$ cat config.mk
export PLATFORM = sky130hd
export DESIGN_NAME = scl180_sparecell_monitor_flat
export DESIGN_NICKNAME = d
export VERILOG_FILES = /design/src/rtl/scl180_sparecell_monitor_if.sv /design/src/rtl/scl180_sparecell_monitor.sv /design/src/flat_wrapper.sv
export SDC_FILE = /design/constraint.sdc
export NUM_CORES = 1
export LEC_CHECK = 0
export CORE_MARGIN = 2
export CORE_UTILIZATION = 49
export CTS_CLUSTER_DIAMETER = 50
export DETAILED_ROUTE_END_ITERATION = 10
export GPL_ROUTABILITY_DRIVEN = 0
export GPL_TIMING_DRIVEN = 0
export PLACE_DENSITY_LB_ADDON = 0.1
export SLEW_MARGIN = 15
export SYNTH_ARGS = -nofsm -noshare
export SYNTH_HDL_FRONTEND = slang
export SYNTH_SLANG_ARGS = --single-unit
$ cat constraint.sdc
create_clock -name wb_clk_i -period 2.9 [get_ports wb_clk_i]
set_input_delay 0.58 -clock wb_clk_i [delete_from_list [all_inputs] [get_ports wb_clk_i]]
set_output_delay 0.58 -clock wb_clk_i [all_outputs]
set_load 0.05 [all_outputs]
$ cat src/rtl/scl180_sparecell_monitor_if.sv
// Wishbone slave bundle for the spare-cell monitor; signal names follow the
// management-area port names so the wrapper wiring stays one-to-one.
interface scl180_sparecell_monitor_if;
    logic        wbs_cyc_i;
    logic        wbs_stb_i;
    logic        wbs_we_i;
    logic [3:0]  wbs_sel_i;
    logic [3:0]  wbs_adr_i;
    logic [31:0] wbs_dat_i;
    logic        wbs_ack_o;
    logic [31:0] wbs_dat_o;

    modport master (
        output wbs_cyc_i, wbs_stb_i, wbs_we_i, wbs_sel_i, wbs_adr_i, wbs_dat_i,
        input  wbs_ack_o, wbs_dat_o
    );

    modport slave (
        input  wbs_cyc_i, wbs_stb_i, wbs_we_i, wbs_sel_i, wbs_adr_i, wbs_dat_i,
        output wbs_ack_o, wbs_dat_o
    );
endinterface

$ cat src/rtl/scl180_sparecell_monitor.sv
// Spare-cell tie-low monitor: synchronises up to 32 LO pins, debounces highs into
// sticky FAULT bits and a saturating event COUNT. IRQ output under SPARECELL_MON_IRQ_EN.
module scl180_sparecell_monitor #(
    parameter int unsigned NUM_CELLS = 16,
    parameter int unsigned DEBOUNCE  = 4
) (
    input  logic                  wb_clk_i,
    input  logic                  wb_rst_i,
    input  logic [NUM_CELLS-1:0]  sc_lo,
    scl180_sparecell_monitor_if.slave wbs
`ifdef SPARECELL_MON_IRQ_EN
    ,
    output logic                  irq_o
`endif
);

    localparam int unsigned CNT_W   = 4;
    localparam int unsigned COUNT_W = 8;
    localparam int unsigned DATA_W  = 32;

    logic [NUM_CELLS-1:0] sync1_q, sync1_d;
    logic [NUM_CELLS-1:0] sync2_q, sync2_d;
    logic [CNT_W-1:0]     cnt_q [NUM_CELLS];
    logic [CNT_W-1:0]     cnt_d [NUM_CELLS];
    logic [NUM_CELLS-1:0] fault_q, fault_d;
    logic [COUNT_W-1:0]   count_q, count_d;
    logic                 en_q, en_d;
    logic                 irq_en_q, irq_en_d;
    logic                 irq_q, irq_d;
    logic                 ack_q, ack_d;
    logic [DATA_W-1:0]    dat_q, dat_d;

    logic                 req;
    logic                 wr;
    logic [1:0]           reg_sel;
    logic [NUM_CELLS-1:0] set_vec;
    logic [NUM_CELLS-1:0] w1c;
    logic                 rise;
    logic [DATA_W-1:0]    rdata;
    logic                 unused_bits;

    assign unused_bits = ^{wbs.wbs_sel_i, wbs.wbs_adr_i[1:0], wbs.wbs_dat_i};

    always_comb begin
        sync1_d  = sc_lo;
        sync2_d  = sync1_q;
        fault_d  = fault_q;
        count_d  = count_q;
        en_d     = en_q;
        irq_en_d = irq_en_q;
        set_vec  = '0;
        w1c      = '0;
        rdata    = '0;

        req     = wbs.wbs_cyc_i & wbs.wbs_stb_i & ~ack_q;
        wr      = req & wbs.wbs_we_i;
        reg_sel = wbs.wbs_adr_i[3:2];

        // Debounce: counters only run while enabled, any low sample restarts them.
        for (int i = 0; i < int'(NUM_CELLS); i++) begin
            if (!en_q || !sync2_q[i]) begin
                cnt_d[i] = '0;
            end else if (cnt_q[i] != CNT_W'(DEBOUNCE)) begin
                cnt_d[i] = cnt_q[i] + CNT_W'(1);
            end else begin
                cnt_d[i] = cnt_q[i];
            end
            set_vec[i] = (cnt_d[i] == CNT_W'(DEBOUNCE));
        end

        if (wr && reg_sel == 2'd0) begin
            w1c = wbs.wbs_dat_i[NUM_CELLS-1:0];
        end
        // A set in the same cycle as a clear wins.
        fault_d = (fault_q & ~w1c) | set_vec;
        rise    = |(fault_d & ~fault_q);

        if (wr && reg_sel == 2'd2) begin
            count_d = rise ? COUNT_W'(1) : '0;
        end else if (rise && count_q != {COUNT_W{1'b1}}) begin
            count_d = count_q + COUNT_W'(1);
        end

        if (wr && reg_sel == 2'd3) begin
            en_d = wbs.wbs_dat_i[0];
`ifdef SPARECELL_MON_IRQ_EN
            irq_en_d = wbs.wbs_dat_i[1];
`endif
        end

        unique case (reg_sel)
            2'd0:    rdata = DATA_W'(fault_q);
            2'd1:    rdata = DATA_W'(sync2_q);
            2'd2:    rdata = DATA_W'(count_q);
            default: rdata = DATA_W'({irq_en_q, en_q});
        endcase

        ack_d = req;
        dat_d = (req && !wbs.wbs_we_i) ? rdata : '0;
        irq_d = irq_en_q & (|fault_q);
    end

    always_ff @(posedge wb_clk_i) begin
        if (wb_rst_i) begin
            sync1_q  <= '0;
            sync2_q  <= '0;
            for (int i = 0; i < int'(NUM_CELLS); i++) cnt_q[i] <= '0;
            fault_q  <= '0;
            count_q  <= '0;
            en_q     <= 1'b1;
            irq_en_q <= 1'b0;
            irq_q    <= 1'b0;
            ack_q    <= 1'b0;
            dat_q    <= '0;
        end else begin
            sync1_q  <= sync1_d;
            sync2_q  <= sync2_d;
            for (int i = 0; i < int'(NUM_CELLS); i++) cnt_q[i] <= cnt_d[i];
            fault_q  <= fault_d;
            count_q  <= count_d;
            en_q     <= en_d;
            irq_en_q <= irq_en_d;
            irq_q    <= irq_d;
            ack_q    <= ack_d;
            dat_q    <= dat_d;
        end
    end

    assign wbs.wbs_ack_o = ack_q;
    assign wbs.wbs_dat_o = dat_q;

`ifdef SPARECELL_MON_IRQ_EN
    assign irq_o = irq_q;
`else
    logic unused_irq;
    assign unused_irq = irq_q;
`endif

endmodule

$ cat src/flat_wrapper.sv
// flat-port wrapper written by rule: the top's interface ports become plain ports
module scl180_sparecell_monitor_flat 
#(
    parameter int unsigned NUM_CELLS = 16,
    parameter int unsigned DEBOUNCE  = 4
)
  (wb_clk_i, wb_rst_i, sc_lo, wbs_wbs_cyc_i, wbs_wbs_stb_i, wbs_wbs_we_i, wbs_wbs_sel_i, wbs_wbs_adr_i, wbs_wbs_dat_i, wbs_wbs_ack_o, wbs_wbs_dat_o);
  scl180_sparecell_monitor_if wbs_i ();
  input  logic wb_clk_i;
  input  logic wb_rst_i;
  input  logic [NUM_CELLS-1:0] sc_lo;
  input wire logic [$bits(wbs_i.wbs_cyc_i)-1:0] wbs_wbs_cyc_i;
  input wire logic [$bits(wbs_i.wbs_stb_i)-1:0] wbs_wbs_stb_i;
  input wire logic [$bits(wbs_i.wbs_we_i)-1:0] wbs_wbs_we_i;
  input wire logic [$bits(wbs_i.wbs_sel_i)-1:0] wbs_wbs_sel_i;
  input wire logic [$bits(wbs_i.wbs_adr_i)-1:0] wbs_wbs_adr_i;
  input wire logic [$bits(wbs_i.wbs_dat_i)-1:0] wbs_wbs_dat_i;
  output wire logic [$bits(wbs_i.wbs_ack_o)-1:0] wbs_wbs_ack_o;
  output wire logic [$bits(wbs_i.wbs_dat_o)-1:0] wbs_wbs_dat_o;
  assign wbs_i.wbs_cyc_i = wbs_wbs_cyc_i;
  assign wbs_i.wbs_stb_i = wbs_wbs_stb_i;
  assign wbs_i.wbs_we_i = wbs_wbs_we_i;
  assign wbs_i.wbs_sel_i = wbs_wbs_sel_i;
  assign wbs_i.wbs_adr_i = wbs_wbs_adr_i;
  assign wbs_i.wbs_dat_i = wbs_wbs_dat_i;
  assign wbs_wbs_ack_o = wbs_i.wbs_ack_o;
  assign wbs_wbs_dat_o = wbs_i.wbs_dat_o;
  scl180_sparecell_monitor #(.NUM_CELLS(NUM_CELLS), .DEBOUNCE(DEBOUNCE)) u_core (.wb_clk_i(wb_clk_i), .wb_rst_i(wb_rst_i), .sc_lo(sc_lo), .wbs(wbs_i));
endmodule
==> results.sh, run 1 <==
export IMPL_numCtsBuffers=17
export IMPL_postSynthCellCount=775
export IMPL_hold_buffers=0
export IMPL_ys_types=62
export IMPL_clock_path_buffers=2
export IMPL_synthArstFlopShare=0
export IMPL_track_usage=0.226
export IMPL_setup_viol=0
export IMPL_synth_edff_count=0
export IMPL_fillers=1183
export IMPL_relSlewSlack=0.234
export IMPL_path_class="flip-flop to flip-flop"
export IMPL_worstPathRequired_ns=3.25
export IMPL_post_route_drc_count=0
export IMPL_clock_latency_ns=0.43
export IMPL_layout_nets=957
export IMPL_antenna_found_initial=0
export IMPL_htreeDepth=4
export IMPL_grt_max_degree=17
export IMPL_maxCapViolCount=0
export IMPL_synth_area_um2=6620
export IMPL_insertedDiodeCount=0
export IMPL_synth_flop_cell="dfxtp_1"
export IMPL_cp_arrival_ns=3.14
export IMPL_wirelength_mm=15.8
export IMPL_row_count=42
export IMPL_max_stage_delay_ns=0.40
export IMPL_clk_pin_slew_ns=0.06
export IMPL_yosysSeqAreaShare=0.418
export IMPL_p_total_mw=4.52
export IMPL_crit_family="compound AO/OA/AOI/OAI gates"
export IMPL_hold_viol_final=0
export IMPL_worstHoldPathType="flip-flop to flip-flop"
export IMPL_cts_tree="yes"
export IMPL_cpMaxStageDelayCell="dfxtp_1"
export IMPL_grt_remaining_overflow=0
export IMPL_cts_resized=0
export IMPL_crit_fanout=10
export IMPL_vdd_ir_drop_max_mv=0.514
export IMPL_status="finished clean"
export IMPL_skew_ns=0.00598
export IMPL_drive_gt1_frac=0.0868
export IMPL_pin_count=94
export IMPL_syn_to_final_growth_pct=22.4
export IMPL_final_max_slew_viol_count=0
export IMPL_grt_pass1_wl_mm=25.2
export IMPL_dieHeight_um=120
export IMPL_ant_nets=0
export IMPL_drt_pass1_iter_count=5
export IMPL_setup_ws_ns=0.112
export IMPL_crit_chain="inv_1 > ha_1 > o21a_1 > o311a_1 > nor4_2 > a2111o_1 > or4_4 > o21ai_2 > buf_6 > or3_1 > a21oi_1"
export IMPL_portBuffers=54
export IMPL_yosysWarningCount=0
export IMPL_dieArea_um2=14400
export IMPL_first_iter_violations=355
export IMPL_fin_crit_ns=2.79
export IMPL_die_w_um=120
export IMPL_final_common_cell="dfxtp_1"
export IMPL_avgSynthCellArea_um2=8.54
export IMPL_post_route_period_util=0.961
export IMPL_initial_utilization=0.502
export IMPL_numClockSinks=138
export IMPL_final_cell_mix="130 x dfxtp_1, 82 x nor2_1, 67 x nand2_1"
export IMPL_worst_pin_slew_ns=1.15
export IMPL_synth_seq_cells=138
export IMPL_powerDensity_nw_per_um2=558
export IMPL_cts_root_buf="clkbuf_16"
export IMPL_grt_pass1_vias=5293
export IMPL_avgViaCountPerCell=5.37
export IMPL_fmax_ghz=0.359
export IMPL_place_ws_ns=-0.264
export IMPL_cp_end_kind="flip-flop"
export IMPL_p_leak_nw=3.08
export IMPL_crit_buf_inv=2
export IMPL_coreArea_um2=13200
export IMPL_post_cts_setup_buffers=0
export IMPL_post_drt_wl_per_cell_um=15.0
export IMPL_cp_start_kind="flip-flop"
export IMPL_hpwlAfterDp_mm=11.1
export IMPL_num_vias=5649
[final timing paths]
check,from,end,slack [ns],depth (start not counted)
max reg2reg,u_core.cnt_q[12][0]$_SDFF_PP0_,u_core.count_q[3]$_SDFFE_PP0P_,0.11,11
min,u_core.sync1_q[3]$_SDFF_PP0_,u_core.sync2_q[3]$_SDFF_PP0_,0.44,1
max,u_core.cnt_q[12][0]$_SDFF_PP0_,u_core.count_q[3]$_SDFFE_PP0P_,0.11,11
min reg2reg,u_core.sync1_q[3]$_SDFF_PP0_,u_core.sync2_q[3]$_SDFF_PP0_,0.44,1
[cell usage after synthesis (11+ instances only)]
cell	number	area, um2
nor3_1	24	120
clkbuf_1	15	56.3
nand3b_1	18	135
o21ai_0	22	110
mux2i_1	17	170
nand2_1	67	251
ha_1	33	413
o21a_1	11	82.6
dfxtp_1	138	2760
nand3_1	27	135
a21oi_1	51	255
nor2_1	82	308
and3_1	21	131
nand2b_1	14	87.6
nor2b_1	56	350
nand4_1	15	93.8
inv_1	40	150
buf_4	16	120
[power by group]
group          internal (mW)  switching [mW]  total (mW)
sequential              1.93          0.0242        1.95
combinational          0.116           0.161       0.277
clock                   1.44           0.852        2.29
total                   3.48            1.04        4.52
[cells by family after synthesis]
kind of cell	share of synthesized area
AOI/OAI and AO/OA	0.117
xor gates and xnor gates	0.0119
other	0.000567
muxes	0.0308
adders and majority gates	0.0624
and+or+nand+nor	0.306
DFF	0.418
buffers and inverters	0.0543
[routing by layer]
layer / vias to the layer above / global-route usage / wire [um]
met3: 28 / 0.0623 / 859
met4: 0 / 0.0801 / 364
met5: - / 0 / 0
li1: 2833 / - / -
met2: 132 / 0.395 / 7860
met1: 2656 / 0.264 / 6710
[metrics by stage]
step / util / cells / hold slack (ns) / area [um2] / setup TNS, ns
2_1_floorplan: - / 790 / 0.414 / 6670 / 0
3_3_place_gp: 0.563 / 1020 / 0.417 / 7430 / -2.03
3_5_place_dp: 0.563 / 1020 / 0.422 / 7430 / -1.79
4_1_cts: 0.611 / 1052 / 0.436 / 8060 / 0
5_1_grt: 0.614 / 1052 / 0.458 / 8090 / -0.0588
6_report: 0.614 / 1052 / 0.436 / 8090 / 0
[sequential cells by signal (all words and copies together) (netlist names)]
name / count
u_core.sync1_q: 16
u_core.wbs.wbs_ack_o: 1
u_core.fault_q: 16
u_core.count_q: 8
u_core.sync2_q: 16
u_core.cnt_q: 64
u_core.wbs.wbs_dat_o: 16
u_core.en_q: 1
[worst register-to-register path, cell delays in order (launching register included)]
cell      delay, ns
dfxtp_1        0.40
inv_1          0.10
ha_1           0.24
o21a_1         0.18
o311a_1        0.31
nor4_2         0.40
a2111o_1       0.25
or4_4          0.15
o21ai_2        0.06
buf_6          0.14
or3_1          0.34
a21oi_1        0.15
[final cells by class]
cell class / instances / area (um2) / share of cell area
multi-input combinational: 575 / 3580 / 0.442
sequential: 138 / 2770 / 0.343
timing repair buffer: 54 / 541 / 0.0668
clock buffer: 18 / 429 / 0.0530
tap: 176 / 220 / 0.0272
buffer: 37 / 209 / 0.0258
clock inverter: 14 / 196 / 0.0243
inverter: 40 / 150 / 0.0186
Power figures use the tool's default switching activity.
==> inputs of run 2 (changes only) <==
CORE_ASPECT_RATIO = 1.25   (was unset)
GPL_TIMING_DRIVEN = unset   (was 0)
==> results.sh, run 2 (synthesis gave the netlist of run 1 again) <==
export IMPL_numCtsBuffers=17
export IMPL_power_switching_mw=1.00
export IMPL_worstHoldPathType="flip-flop to flip-flop"
export IMPL_cp_start_kind="flip-flop"
export IMPL_vdd_ir_drop_max_mv=0.399
export IMPL_crit_chain="inv_1 > ha_1 > or4b_1 > a21oi_1 > o21ai_0 > nor3_1 > or4_4 > o21ai_4 > or4_1 > a21oi_1"
export IMPL_numClockSinks=138
export IMPL_antenna_found_initial=0
export IMPL_worstPathRequired_ns=3.25
export IMPL_powerDensity_nw_per_um2=583
export IMPL_drive_gt1_frac=0.0839
export IMPL_num_vias=5474
export IMPL_fmax_ghz=0.364
export IMPL_pwr_share_clk=0.535
export IMPL_status="finished clean"
export IMPL_avgViaCountPerCell=5.32
export IMPL_largest_register="u_core.cnt_q"
export IMPL_switching_share=0.212
export IMPL_post_drt_wl_per_cell_um=13.8
export IMPL_cp_arrival_ns=3.10
export IMPL_ff2ff_path_depth=10
export IMPL_dieHeight_um=134
export IMPL_grt_remaining_overflow=0
export IMPL_p_leak_nw=3.09
export IMPL_clk_pin_slew_ns=0.06
export IMPL_dieArea_um2=14500
export IMPL_hold_path_depth=1
export IMPL_track_usage=0.208
export IMPL_final_max_slew_viol_count=0
export IMPL_max_stage_delay_ns=0.53
export IMPL_cpMaxStageDelayCell="or4b_1"
export IMPL_drt_pass1_iter_count=4
export IMPL_final_common_cell="dfxtp_1"
export IMPL_htreeDepth=4
export IMPL_pwr_share_comb=0.053
export IMPL_crit_fanout=11
export IMPL_cp_end_kind="flip-flop"
export IMPL_hold_viol_final=0
export IMPL_crit_path_frequent_cell="a21oi_1"
export IMPL_min_from="u_core.sync1_q[14]$_SDFF_PP0_"
export IMPL_clock_latency_ns=0.42
export IMPL_final_cell_mix="136 x dfxtp_1, 82 x nor2_1, 67 x nand2_1"
export IMPL_worst_pin_slew_ns=0.587
export IMPL_grt_pass1_vias=5218
export IMPL_power_internal_mw=3.73
export IMPL_p_total_mw=4.73
export IMPL_row_count=47
export IMPL_initial_utilization=0.500
export IMPL_first_iter_violations=250
export IMPL_coreArea_um2=13200
export IMPL_path_class="flip-flop to flip-flop"
export IMPL_grt_max_degree=57
export IMPL_regToRegEndpoint="u_core.count_q[7]$_SDFFE_PP0P_"
export IMPL_r2r_start="u_core.cnt_q[9][0]$_SDFF_PP0_"
export IMPL_cts_tree="yes"
export IMPL_hold_ws_ns=0.436
export IMPL_insertedDiodeCount=0
export IMPL_cts_root_buf="clkbuf_16"
export IMPL_clock_path_buffers=2
export IMPL_ant_nets=0
export IMPL_die_w_um=108
export IMPL_r2r_slack_ns=0.15
export IMPL_post_route_period_util=0.948
export IMPL_post_route_drc_count=0
export IMPL_grt_pass1_wl_mm=23.8
export IMPL_fillers=1174
export IMPL_fin_crit_ns=2.75
export IMPL_skew_ns=0.00758
export IMPL_maxCapViolCount=0
export IMPL_setup_viol=0
export IMPL_layout_nets=939
export IMPL_post_cts_setup_buffers=0
export IMPL_hpwlAfterDp_mm=10.1
export IMPL_crit_buf_inv=1
export IMPL_portBuffers=55
export IMPL_wirelength_mm=14.2
export IMPL_hold_path_end="u_core.sync2_q[14]$_SDFF_PP0_"
export IMPL_syn_to_final_growth_pct=22.7
export IMPL_pin_count=94
export IMPL_crit_family="simple AND/OR/NAND/NOR gates"
export IMPL_seqPwrFrac=0.412
export IMPL_relSlewSlack=0.608
export IMPL_largest_reg_flops=64
## run 2: cell types whose count changed in the layout (fill, tap and decap cells not counted), moves of 3 or more
cell and change:
dfxtp_1 +6, o21ai_1 -4, dfxtp_2 -6, clkbuf_1 -16, buf_1 -3, bufinv_16 +3, o21ai_0 +4
## run 2: cell type report
type	count	area (um2)	share of cell area
clock inverters	15	273	0.0336
clock buffers	17	425	0.0524
inverters	40	150	0.0185
multi-input cells	575	3590	0.443
well taps	171	214	0.0264
repair buffers	73	693	0.0854
flip-flops and latches	138	2770	0.341
## run 2: what timing repair did
item | in CTS | in global routing
setup endpoints to repair | 1 | 8
gates resized for setup | 1 | 8
hold buffers | 0 | 0
## run 2: worst max path at each step
stage | from | end | slack (ns) | depth (start not counted)
finish | u_core.cnt_q[9][0]$_SDFF_PP0_ | u_core.count_q[7]$_SDFFE_PP0P_ | 0.15 | 10
global route | u_core.cnt_q[11][0]$_SDFF_PP0_ | u_core.count_q[7]$_SDFFE_PP0P_ | -0.005 | 10
detailed placement | u_core.cnt_q[12][0]$_SDFF_PP0_ | u_core.count_q[7]$_SDFFE_PP0P_ | 0.04 | 10
floorplan | u_core.cnt_q[4][0]$_SDFF_PP0_ | u_core.count_q[6]$_SDFFE_PP0P_ | 0.40 | 10
CTS | u_core.cnt_q[12][0]$_SDFF_PP0_ | u_core.count_q[4]$_SDFFE_PP0P_ | 0.05 | 10
global placement | u_core.cnt_q[12][0]$_SDFF_PP0_ | u_core.count_q[7]$_SDFFE_PP0P_ | 0.15 | 10
## run 2: routing by layer
metal | up-vias | part of all wire | GRT usage
met5 | - | 0 | 0
met4 | 0 | 0.023 | 0.0826
met3 | 19 | 0.033 | 0.0491
met2 | 86 | 0.49 | 0.357
met1 | 2563 | 0.45 | 0.248
li1 | 2806 | - | -
## run 2: power by group through the flow
stage | Sequential [mW] | Combinational (mW) | Clock (mW)
after floorplan | 1.99 | 0.170 | 0
after global placement | 1.99 | 0.246 | 0
after detailed placement | 1.99 | 0.250 | 0
after CTS | 1.95 | 0.252 | 2.58
after global routing | 1.95 | 0.275 | 2.66
final | 1.95 | 0.252 | 2.53
## run 2: through the flow
step	setup TNS, ns	worst slack, ns	cells	utilization	instance area (um2)
floorplan	0	0.397	790	-	6670
global placement	0	0.151	997	0.558	7380
detailed placement	0	0.0362	997	0.558	7380
CTS	0	0.0531	1029	0.611	8080
global route	-0.00529	-0.00529	1029	0.613	8120
finish	0	0.152	1029	0.613	8120
==> inputs of run 3 (changes only) <==
GPL_ROUTABILITY_DRIVEN = unset   (was 0)
SETUP_SLACK_MARGIN = 0.05   (was unset)
==> results.sh, run 3 (synthesis gave the netlist of run 1 again) <==
export IMPL_status="finished clean"
export IMPL_fillers=1169
export IMPL_row_count=47
export IMPL_grt_pass1_vias=5218
export IMPL_post_route_period_util=0.929
export IMPL_first_iter_violations=237
export IMPL_drt_pass1_iter_count=4
export IMPL_clock_latency_ns=0.43
export IMPL_fmax_ghz=0.371
export IMPL_coreArea_um2=13200
export IMPL_pin_count=94
export IMPL_powerDensity_nw_per_um2=583
export IMPL_grt_max_degree=57
export IMPL_grt_pass1_wl_mm=23.8
export IMPL_cts_root_buf="clkbuf_16"
export IMPL_avgViaCountPerCell=5.34
export IMPL_cp_arrival_ns=3.05
export IMPL_track_usage=0.208
export IMPL_final_common_cell="dfxtp_1"
export IMPL_portBuffers=55
export IMPL_clk_pin_slew_ns=0.06
export IMPL_rsz0062_at_grt="false"
export IMPL_ant_nets=0
export IMPL_fin_tns_setup_ns=0
export IMPL_syn_to_final_growth_pct=23.0
export IMPL_gp_congestion=0.901
export IMPL_path_class="flip-flop to flip-flop"
export IMPL_insertedDiodeCount=0
export IMPL_hold_viol_final=0
export IMPL_setup_viol=0
export IMPL_initial_utilization=0.500
export IMPL_p_total_mw=4.74
export IMPL_post_drt_wl_per_cell_um=13.8
export IMPL_post_cts_setup_buffers=0
export IMPL_post_route_drc_count=0
export IMPL_worstHoldPathType="flip-flop to flip-flop"
export IMPL_dieArea_um2=14500
export IMPL_cp_end_kind="flip-flop"
export IMPL_seqCellArea_um2=2770
export IMPL_numCtsBuffers=17
export IMPL_drive_gt1_frac=0.0896
export IMPL_wirelength_mm=14.2
export IMPL_maxCapViolCount=0
export IMPL_htreeDepth=4
export IMPL_dieHeight_um=134
export IMPL_die_w_um=108
export IMPL_relSlewSlack=0.601
export IMPL_largest_register="u_core.cnt_q"
export IMPL_hpwlAfterDp_mm=10.1
export IMPL_vdd_ir_drop_max_mv=0.399
export IMPL_antenna_found_initial=0
export IMPL_fin_crit_ns=2.69
export IMPL_cp_start_kind="flip-flop"
export IMPL_skew_ns=0.00816
export IMPL_multi_input_area_um2=3610
export IMPL_crit_fanout=6
export IMPL_largest_reg_flops=64
export IMPL_cts_tree="yes"
export IMPL_clock_path_buffers=2
export IMPL_numClockSinks=138
export IMPL_worst_pin_slew_ns=0.598
export IMPL_num_vias=5498
export IMPL_layout_nets=940
export IMPL_post_route_util=0.615
export IMPL_worstPathRequired_ns=3.26
export IMPL_final_cell_mix="133 x dfxtp_1, 82 x nor2_1, 67 x nand2_1"
export IMPL_grt_remaining_overflow=0
export IMPL_final_max_slew_viol_count=0
export IMPL_p_leak_nw=3.09
-- run 3: path summary, 6_finish.rpt --
path	start	endpoint	slack [ns]	depth (start not counted)
worst max-delay path	u_core.cnt_q[10][1]$_SDFF_PP0_	u_core.count_q[7]$_SDFFE_PP0P_	0.21	10
worst min register to register	u_core.sync1_q[14]$_SDFF_PP0_	u_core.sync2_q[14]$_SDFF_PP0_	0.44	1
worst min-delay path	u_core.sync1_q[14]$_SDFF_PP0_	u_core.sync2_q[14]$_SDFF_PP0_	0.44	1
worst max register to register	u_core.cnt_q[10][1]$_SDFF_PP0_	u_core.count_q[7]$_SDFFE_PP0P_	0.21	10
-- run 3: what timing repair did --
item,in CTS,in global routing
cloned,0,1
hold buffers,0,0
hold endpoints to repair,0,0
endpoints found under the setup margin,1,8
pin swaps,0,3
gates resized for setup,1,14
-- run 3: power breakdown --
part / leakage [nW] / switching, mW / internal, mW
logic: 1.64 / 0.146 / 0.106
clock network: 0.329 / 0.837 / 1.70
registers: 1.12 / 0.0228 / 1.93
total: 3.09 / 1.01 / 3.73
-- run 3: cell type report --
type | count | share of cell area
Clock inverter | 15 | 0.0335
Sequential cell | 138 | 0.340
Timing Repair Buffer | 73 | 0.0852
Clock buffer | 17 | 0.0523
Inverter | 40 | 0.0185
Multi-Input combinational cell | 576 | 0.444
Tap cell | 171 | 0.0263
-- run 3: metrics by stage --
stage	area [um2]	setup slack (ns)	cells	hold slack, ns
final	8130	0.206	1030	0.436
after global routing	8130	0.0544	1030	0.455
after CTS	8080	0.0531	1029	0.442
after detailed placement	7380	0.0362	997	0.428
after global placement	7380	0.151	997	0.418
after floorplan	6670	0.397	790	0.414
-- run 3: layer usage --
layer	global-route usage	wire [um]	up-vias	part of all wire
li1	-	-	2808	-
met1	0.248	6330	2576	0.44
met2	0.357	7000	95	0.49
met3	0.0491	603	19	0.042
met4	0.0826	318	0	0.022
met5	0	0	-	0
-- run 3: critical path, cell delays in order (launching register included) --
cell and delay [ns]:
dfxtp_1 0.41, inv_1 0.06, ha_1 0.22, o21a_1 0.19, o311a_1 0.29, or3b_1 0.40, o2111ai_1 0.12, or4_4 0.21
o21ai_4 0.09, or4_1 0.48, a21oi_1 0.15
